## src/rtl/booth_mul_32_pkg.sv

```systemverilog
// Shared definitions for the radix-2 Booth 32x32 signed multiplier:
// operand width, step count, FSM state encoding and Booth op encoding.
package booth_mul_32_pkg;

  localparam int unsigned MUL_WIDTH = 32;
  localparam int unsigned MUL_STEPS = 32;

  // FSM state encoding (kept as plain constants for legacy compatibility)
  localparam logic [1:0] StIdle = 2'd0;
  localparam logic [1:0] StRun  = 2'd1;
  localparam logic [1:0] StDone = 2'd2;

  // Booth recoding of the (Q0, q_1) pair
  localparam logic [1:0] OpNop = 2'd0;
  localparam logic [1:0] OpAdd = 2'd1;
  localparam logic [1:0] OpSub = 2'd2;

  function automatic logic [1:0] boothOp(input logic q0, input logic qm1);
    logic [1:0] op;
    case ({q0, qm1})
      2'b01:   op = OpAdd;
      2'b10:   op = OpSub;
      default: op = OpNop;
    endcase
    return op;
  endfunction

endpackage

```

## src/rtl/booth_mul_32_step.sv

```systemverilog
// booth_step: one combinational radix-2 Booth iteration. Adds or subtracts the
// 33-bit multiplicand according to (Q0, q_1), then arithmetic-shifts {A, Q, q_1}
// right by one.
module booth_step
  import booth_mul_32_pkg::*;
(
  input  logic [MUL_WIDTH:0]   acc,
  input  logic [MUL_WIDTH-1:0] q,
  input  logic                 q1,
  input  logic [MUL_WIDTH:0]   m,
  output logic [MUL_WIDTH:0]   accNext,
  output logic [MUL_WIDTH-1:0] qNext,
  output logic                 q1Next
);

  logic [MUL_WIDTH:0] addend;
  logic [MUL_WIDTH:0] sum;
  logic               carryIn;

  // Add/subtract selected by the Booth pair, then shift the whole chain right
  always_comb begin
    addend  = '0;
    carryIn = 1'b0;
    case (boothOp(q[0], q1))
      OpAdd: addend = m;
      OpSub: begin
        // A - M as A + ~M + 1
        addend  = ~m;
        carryIn = 1'b1;
      end
      default: addend = '0;
    endcase
    sum     = acc + addend + {{MUL_WIDTH{1'b0}}, carryIn};
    accNext = {sum[MUL_WIDTH], sum[MUL_WIDTH:1]};
    qNext   = {sum[0], q[MUL_WIDTH-1:1]};
    q1Next  = q[0];
  end

endmodule

```

## src/rtl/booth_mul_32.sv

```systemverilog
// booth_mul_32: sequential 32x32 signed multiplier, one radix-2 Booth step per
// cycle. Holds the IDLE/RUN/DONE FSM, step counter and datapath registers; the
// arithmetic lives in booth_step.
// Optional feature: define MUL_OVF_FLAG_EN to add the registered ovf output
// (product not representable in 32 bits).
module booth_mul_32
  import booth_mul_32_pkg::*;
(
  input  logic                 clock,
  input  logic                 clear,
  input  logic                 start,
  input  logic [MUL_WIDTH-1:0] mA,
  input  logic [MUL_WIDTH-1:0] mB,
  output logic                 busy,
  output logic                 done,
  output logic [MUL_WIDTH-1:0] product_hi,
  output logic [MUL_WIDTH-1:0] product_lo
`ifdef MUL_OVF_FLAG_EN
  ,
  output logic                 ovf
`endif
);

  localparam logic [5:0] LastStep = 6'(MUL_STEPS - 1);

  logic [1:0]           stateQ;
  logic [5:0]           cntQ;
  logic [MUL_WIDTH:0]   accQ;
  logic [MUL_WIDTH-1:0] qQ;
  logic                 q1Q;
  logic [MUL_WIDTH:0]   mQ;
  logic [MUL_WIDTH-1:0] hiQ;
  logic [MUL_WIDTH-1:0] loQ;
  logic                 doneQ;

  logic [MUL_WIDTH:0]   accNext;
  logic [MUL_WIDTH-1:0] qNext;
  logic                 q1Next;

  booth_step uStep (
    .acc     (accQ),
    .q       (qQ),
    .q1      (q1Q),
    .m       (mQ),
    .accNext (accNext),
    .qNext   (qNext),
    .q1Next  (q1Next)
  );

`ifdef MUL_OVF_FLAG_EN
  logic ovfQ;

  // Overflow flag: captured alongside the product, cleared when a new run starts
  always_ff @(posedge clock) begin
    if (clear) begin
      ovfQ <= 1'b0;
    end else if (stateQ == StIdle && start) begin
      ovfQ <= 1'b0;
    end else if (stateQ == StDone) begin
      ovfQ <= (accQ[MUL_WIDTH-1:0] != {MUL_WIDTH{qQ[MUL_WIDTH-1]}});
    end
  end

  assign ovf = ovfQ;
`endif

  // FSM, step counter and datapath registers; clear overrides everything
  always_ff @(posedge clock) begin
    if (clear) begin
      stateQ <= StIdle;
      cntQ   <= '0;
      accQ   <= '0;
      qQ     <= '0;
      q1Q    <= 1'b0;
      mQ     <= '0;
      hiQ    <= '0;
      loQ    <= '0;
      doneQ  <= 1'b0;
    end else begin
      doneQ <= 1'b0;
      case (stateQ)
        StIdle: begin
          if (start) begin
            accQ   <= '0;
            qQ     <= mB;
            q1Q    <= 1'b0;
            mQ     <= {mA[MUL_WIDTH-1], mA};
            cntQ   <= '0;
            stateQ <= StRun;
          end
        end
        StRun: begin
          accQ <= accNext;
          qQ   <= qNext;
          q1Q  <= q1Next;
          if (cntQ == LastStep) begin
            cntQ   <= '0;
            stateQ <= StDone;
          end else begin
            cntQ <= cntQ + 6'd1;
          end
        end
        StDone: begin
          // Publish the product one cycle after the final step
          hiQ    <= accQ[MUL_WIDTH-1:0];
          loQ    <= qQ;
          doneQ  <= 1'b1;
          stateQ <= StIdle;
        end
        default: stateQ <= StIdle;
      endcase
    end
  end

  assign busy       = (stateQ == StRun);
  assign done       = doneQ;
  assign product_hi = hiQ;
  assign product_lo = loQ;

endmodule

```

## config.mk

```make
export PLATFORM = sky130hd
export DESIGN_NAME = booth_mul_32
export DESIGN_NICKNAME = d
export VERILOG_FILES = /design/src/rtl/booth_mul_32_pkg.sv /design/src/rtl/booth_mul_32_step.sv /design/src/rtl/booth_mul_32.sv
export SDC_FILE = /design/constraint.sdc
export NUM_CORES = 1
export LEC_CHECK = 0
export ABC_AREA = 1
export BUFFER_PORTS_ARGS = -buffer_cell sky130_fd_sc_hd__buf_2
export CAP_MARGIN = 10
export CORE_ASPECT_RATIO = 0.75
export CORE_MARGIN = 2
export CORE_UTILIZATION = 25
export DETAILED_ROUTE_END_ITERATION = 8
export PLACE_DENSITY = 0.51
export SKIP_LAST_GASP = 1
export SYNTH_ARGS = -nofsm -noshare
export SYNTH_HDL_FRONTEND = slang
export SYNTH_SLANG_ARGS = --single-unit
```

## constraint.sdc

```tcl
create_clock -name clock -period 6.7 [get_ports clock]
set_clock_uncertainty 0.2 [all_clocks]
set_input_delay 1.34 -clock clock [delete_from_list [all_inputs] [get_ports clock]]
set_output_delay 1.34 -clock clock [all_outputs]
set_load 0.02 [all_outputs]
```

# Word level (Yosys, flattened, before mapping)
# Cells that the tools add are included.
[totals]
regBits = 171
latch_bits = 0
ram_bits = 0
rom_bits = 0
input_bits = 67
output_inout_bits = 66
elab_cells = 43
n_memories = 0
[op_classes]
addsub = 3
multipliers = 0
div = 0
order_cmp = 0
n_eq_ne = 9
shifts = 0
mux = 16
bitwise = 1
n_reduce_logical = 5
[op_table]
columns = ["operator", "count"]
rows = [
  ["33-bit case mux with 2 select lines", 2],
  ["32-bit case mux with 2 select lines", 1],
  ["33-bit by 1-bit adder with 33-bit output", 1],
  ["33-bit adder", 1],
  ["33-bit two-way mux", 1],
  ["33-bit NOT", 1],
  ["32-bit two-way mux", 1],
  ["6-bit two-way mux", 2],
  ["6-bit case mux with 2 select lines", 1],
  ["2-bit case mux with 2 select lines", 2],
  ["6-bit by 1-bit adder with 6-bit output (second input constant)", 1],
  ["2-bit by 1-bit equality test with 1-bit output (second input constant)", 3],
  ["2-bit equality test (second input constant)", 3],
  ["6-bit by 5-bit equality test with 1-bit output (second input constant)", 1],
  ["2-bit AND reduction", 3],
  ["2-bit two-way mux", 2],
  ["1-bit two-way mux", 3],
  ["2-bit logical NOT", 1],
  ["2-bit by 1-bit != test with 1-bit output (second input constant)", 1],
  ["2-bit != test (second input constant)", 1],
  ["1-bit case mux with 2 select lines", 1],
  ["2-bit nonzero test", 1],
]

# Logic depth before layout (Yosys ltp)
[depth]
word_depth = 7
mapped_depth = 19
mapped_depth_nobuf = 19

# Cells and area by module
# A second synthesis with hierarchy kept.
[unflattened]
hier_cells = 1406
hier_area_um2 = 9321.4
[modules_own_cells]
columns = ["mod", "instances", "cells_per_inst", "area_per_inst_um2", "seq_area_each_um2"]
rows = [
  ["booth_mul_32", 1, 772, 6297.3, 3423.3],
  ["booth_step", 1, 634, 3024.2, 0.0],
]

# Worst setup path before layout
# OpenSTA, ideal clock, no wires.
[synth_timing]
kind = "flip-flop to flip-flop"
startpoint = "reg q1Q"
endpoint = "reg accQ[23]"
setup_ns = 0.134
arrival_ns = 2.443
required_time_ns = 6.366
path_slack_ns = 3.923
stages_incl_launch_ff = 19
n_path_buf = 1
synth_period_minus_slack_ns = 2.777
cell_sequence = "dfxtp_1 > inv_1 > nor2_1 > clkbuf_1 > a21oi_1 > fa_1 > fa_1 > inv_1 > nand2_1 > nand2_1 > nand3_1 > nand2_1 > nand2_1 > nand2_2 > nand2_1 > nand2_1 > nand2_1 > nand3_1 > a21oi_1"
[synth_via]
elab_chain_cells = 7
elab_cells_between_ends = 10
cone_classes = "add/sub: 2; eq/ne: 4; mux: 4"
[synth_lines]
columns = ["item", "line", "text"]
rows = [
  ["start: declaration", "booth_mul_32.sv:30", "logic q1Q;"],
  ["start signal: assignment", "booth_mul_32.sv:95", "q1Q <= q1Next;"],
  ["2-bit equality test / 2-bit by 1-bit equality test with 1-bit output (equally long branches)", "booth_mul_32_pkg.sv:20", "case ({q0, qm1})"],
  ["2-bit case mux with 2 select lines (*)", "booth_mul_32_pkg.sv:20", ""],
  ["2-bit equality test / 2-bit by 1-bit equality test with 1-bit output (equally long branches)", "booth_mul_32_step.sv:24", "case (boothOp(q[0], q1))"],
  ["33-bit case mux with 2 select lines", "booth_mul_32_step.sv:24", ""],
  ["33-bit adder", "booth_mul_32_step.sv:33", "sum = acc + addend + {{MUL_WIDTH{1'b0}}, carryIn};"],
  ["33-bit by 1-bit adder with 33-bit output (*)", "booth_mul_32_step.sv:33", ""],
  ["33-bit case mux with 2 select lines (*)", "booth_mul_32.sv:81", "case (stateQ)"],
  ["end signal: assignment", "booth_mul_32.sv:93", "accQ <= accNext;"],
  ["end: declaration", "booth_mul_32.sv:28", "logic [MUL_WIDTH:0] accQ;"],
]
# Every way passes the cells marked *; elsewhere a longest branch is shown, timed or not.
# A chain may end at the register's enable or synchronous reset.

# Final worst setup path
[layout_timing]
startpoint = "reg qQ[0]"
endpoint = "reg accQ[21]"
[layout_via]
elab_chain_cells = 7
elab_cells_between_ends = 10
cone_classes = "add/sub: 2; eq/ne: 4; mux: 4"
[layout_lines]
columns = ["item", "line", "text"]
rows = [
  ["start: declaration", "booth_mul_32.sv:29", "logic [MUL_WIDTH-1:0] qQ;"],
  ["start signal: assignment", "booth_mul_32.sv:85", "qQ <= mB;"],
  ["start signal: assignment", "booth_mul_32.sv:94", "qQ <= qNext;"],
  ["2-bit equality test / 2-bit by 1-bit equality test with 1-bit output (equally long branches)", "booth_mul_32_pkg.sv:20", ""],
  ["2-bit case mux with 2 select lines (*)", "booth_mul_32_pkg.sv:20", ""],
  ["2-bit equality test / 2-bit by 1-bit equality test with 1-bit output (equally long branches)", "booth_mul_32_step.sv:24", ""],
  ["33-bit case mux with 2 select lines", "booth_mul_32_step.sv:24", ""],
  ["33-bit adder", "booth_mul_32_step.sv:33", ""],
  ["33-bit by 1-bit adder with 33-bit output (*)", "booth_mul_32_step.sv:33", ""],
  ["33-bit case mux with 2 select lines (*)", "booth_mul_32.sv:81", ""],
]
# Marked as above.

==> qor.csv <==
metric,value,unit
status,"finished, final reports clean",
synthesized area per cell,6.467,um^2
Slew @ Worst Pin,0.9914,ns
Worst path most repeated cell,nand2_1,
overall die height,167.0,um
CP cell instances,nand2_1 -> buf_8 -> nor2_1 -> a21oi_1 -> fa_1 -> fa_1 -> inv_1 -> nand2_1 -> nand3_1 -> nand2_1 -> nand2_1 -> nand2_1 -> nand2_1 -> nand2_1 -> nand3_1 -> a21oi_1,
row cnt,59,
# nets final,1567,
root buffer cell,clkbuf_16,
ranking of synthesized cells by area,"dfxtp_1, nand2_1, o21ai_0, nor2_1, inv_1",
"Slowest-stage cell, CP",fa_1,
via count,8598,
PD cells,251.0,mW/mm^2
Synth Area in Compound Gates,0.1908,
max-slew violations,0,
Die ar.,0.03698,mm^2
crit path DAT,3.57,ns
Max Clk Rate,0.2895,GHz
Worst-path clk slew,0.07,ns
clk sinks,170,
post-synthesis mux area share,0,
largest family of logic cells by synthesized area,simple AND/OR/NAND/NOR gates,
Via density,4.439,
crit-path max cell delay,0.43,ns
Post-Synth Simple-Gate Area,0.2716,
Netlist cell types,34,
post-synthesis cell area,0.008860,mm^2
drt wl/cell,14.08,um
"most common cell after layout, fill and taps aside",nand2_1,
I/O Buffers,132,
worst hold slack,0.2568,ns
ratio of cells with drive above 1 in the final layout,0.1305,
first-pass GRT wire length,43.42,mm
TritonCTS clock tree,yes,
Synth Area in Adders,0.04971,
Die W,221.4,um
Detail Placement HPWL,19.14,mm
# Post-CTS Setup Buffers,0,
RSZ-0062 raised after global routing,false,
Leakage Power,5.018,nW
max_cap viols,0,
post_cts resized,0,
vias in the first global route,8094,
Ys Warns,0,
1st-iter DRT viols,630,
sequential share of the synthesized area,0.3841,
GR Overflow Total,0,
most frequent cells in the layout,"nand2_1, nor2_1, o21ai_0",
top-level port count,133,
gr usage total,0.1480,
insertion delay to the later sink of the worst-skew pair,0.45,ns
Post-route DRC,0,
Startpoint Class,register,
Synth Area in XOR/XNOR,0,
Synth area leader,dfxtp_1,
Placer Congestion,0.8982,
Layout area overhead,18.44,%
CP Max Fanout,18,
pin count of the biggest net entering global routing,72,
VDD IR max,0.0001696,V
Final Cycle Share,0.5156,
Antenna Violating Nets Remaining,0,
final wirelength,27.27,mm
Max clock buf depth,2,
Mapped Nets,1471,
CTS buffer count,17,
final design utilization,0.3018,
Crit. End Element,register,
Synth Register Bits,170,
area of the core,0.03477,mm^2
worst path required time,6.81,ns
Tmin final,3.454,ns
Hold Buf Count CTS,0,
Starting Density,0.2548,
cell count after synthesis,1370,
Fillers,3899,
Max-Slew Margin vs Limit,0.3391,
"Setup violations, final",0,
first-pass iteration count of the detailed router,4,
TNS Setup,0,ns
Setup Crit Path Kind,reg2reg,
class of the worst hold path,reg2reg,
area share of the largest cell type after synthesis,0.3841,
initial antenna violation count,0,
Max H-tree Level,4,
endpoints failing hold,0,
[routing by layer]
layer | track usage | vias up | part of all wire | wire, um
li1 | - | 4563 | - | -
met1 | 0.2139 | 3885 | 0.53 | 14500
met2 | 0.2164 | 133 | 0.41 | 11170
met3 | 0.04252 | 17 | 0.049 | 1340
met4 | 0.03181 | 0 | 0.0095 | 258
met5 | 0 | - | 0 | 0
[power by group]
| part | leakage, nW | total [mW] | switching, mW | internal [mW] |
|---|---|---|---|---|
| clock | 0.296 | 1.02 | 0.462 | 0.557 |
| sequential | 1.39 | 1.14 | 0.0518 | 1.09 |
| combinational | 3.33 | 0.471 | 0.319 | 0.151 |
[layout make-up]
cell class | instances | area (um^2) | share of cell area
diodes | 1 | 2.502 | 0.0002385
clock buffers | 17 | 425.4 | 0.04054
clock inverters | 15 | 163.9 | 0.01562
inverters | 171 | 641.9 | 0.06117
multi-input cells | 964 | 4542 | 0.4328
flip-flops and latches | 170 | 3403 | 0.3243
well taps | 457 | 571.8 | 0.05449
repair buffers | 142 | 743.2 | 0.07082
[path summary, 6_finish.rpt]
| check | from | endpoint | slack [ns] | cells after the start |
|---|---|---|---|---|
| max | qQ[0] | accQ[21] | 3.25 | 16 |
| min | qQ[22] | product_lo[22] | 0.26 | 2 |
| max reg2reg | qQ[0] | accQ[21] | 3.25 | 16 |
| min reg2reg | qQ[22] | product_lo[22] | 0.26 | 2 |
[cell families (layout without fill, tap and decap cells)]
family | after synthesis | count (layout)
other | 0 | 1
and+or+nand+nor | 609 | 609
adders and majority gates | 34 | 34
AOI/OAI and AO/OA | 321 | 321
DFF | 170 | 170
buffers and inverters | 236 | 345
[registers in the layout (all words and copies together), names as in the netlist]
signal and flops:
product_lo 32, product_hi 32, q1Q 1, mQ 32, qQ 32, accQ 32
done 1, cntQ 6, stateQ 2
[per-stage QoR]
stage | worst slack, ns | total power [mW] | std cells | instance area [um^2]
floorplan | 3.923 | 1.485 | 1370 | 8860
global placement | 2.953 | 1.631 | 1903 | 9887
CTS | 2.996 | 2.668 | 1935 | 10480
finish | 3.246 | 2.633 | 1937 | 10490
global route | 2.927 | 2.788 | 1936 | 10490
detailed placement | 2.905 | 1.636 | 1903 | 9887
[Yosys cell counts]
cell type  number
inv_2           5
a221oi_1        1
nor2_4          1
o21ai_1         1
a21oi_2         1
dfxtp_1       170
or2_2           3
nand2_2         5
clkinv_1        1
o32ai_1         2
a32o_1          1
clkbuf_1       45
ha_1           32
a31oi_1        31
a21o_1          1
buf_1           1
inv_1         165
nand2_1       369
nor2_2          1
a21oi_1       103
buf_2          15
o21bai_1        3
nand4_1         3
nand3b_1        5
nor2_1        174
nor3_1          3
a211oi_1        3
a32oi_1         1
and2_1          3
buf_4           4
fa_1            2
nand3_1        42
o21ai_0       172
a211o_1         1
[worst max-delay path, delay by kind of cell (launching register included)]
| kind | cells | cell delay [ns] |
|---|---|---|
| compound gates | 2 | 0.13 |
| simple gates | 10 | 1.32 |
| fa+ha+maj | 2 | 0.81 |
| buf+inv | 2 | 0.45 |
| flops | 1 | 0.38 |
Note: power is estimated with default switching activity, not from simulation.
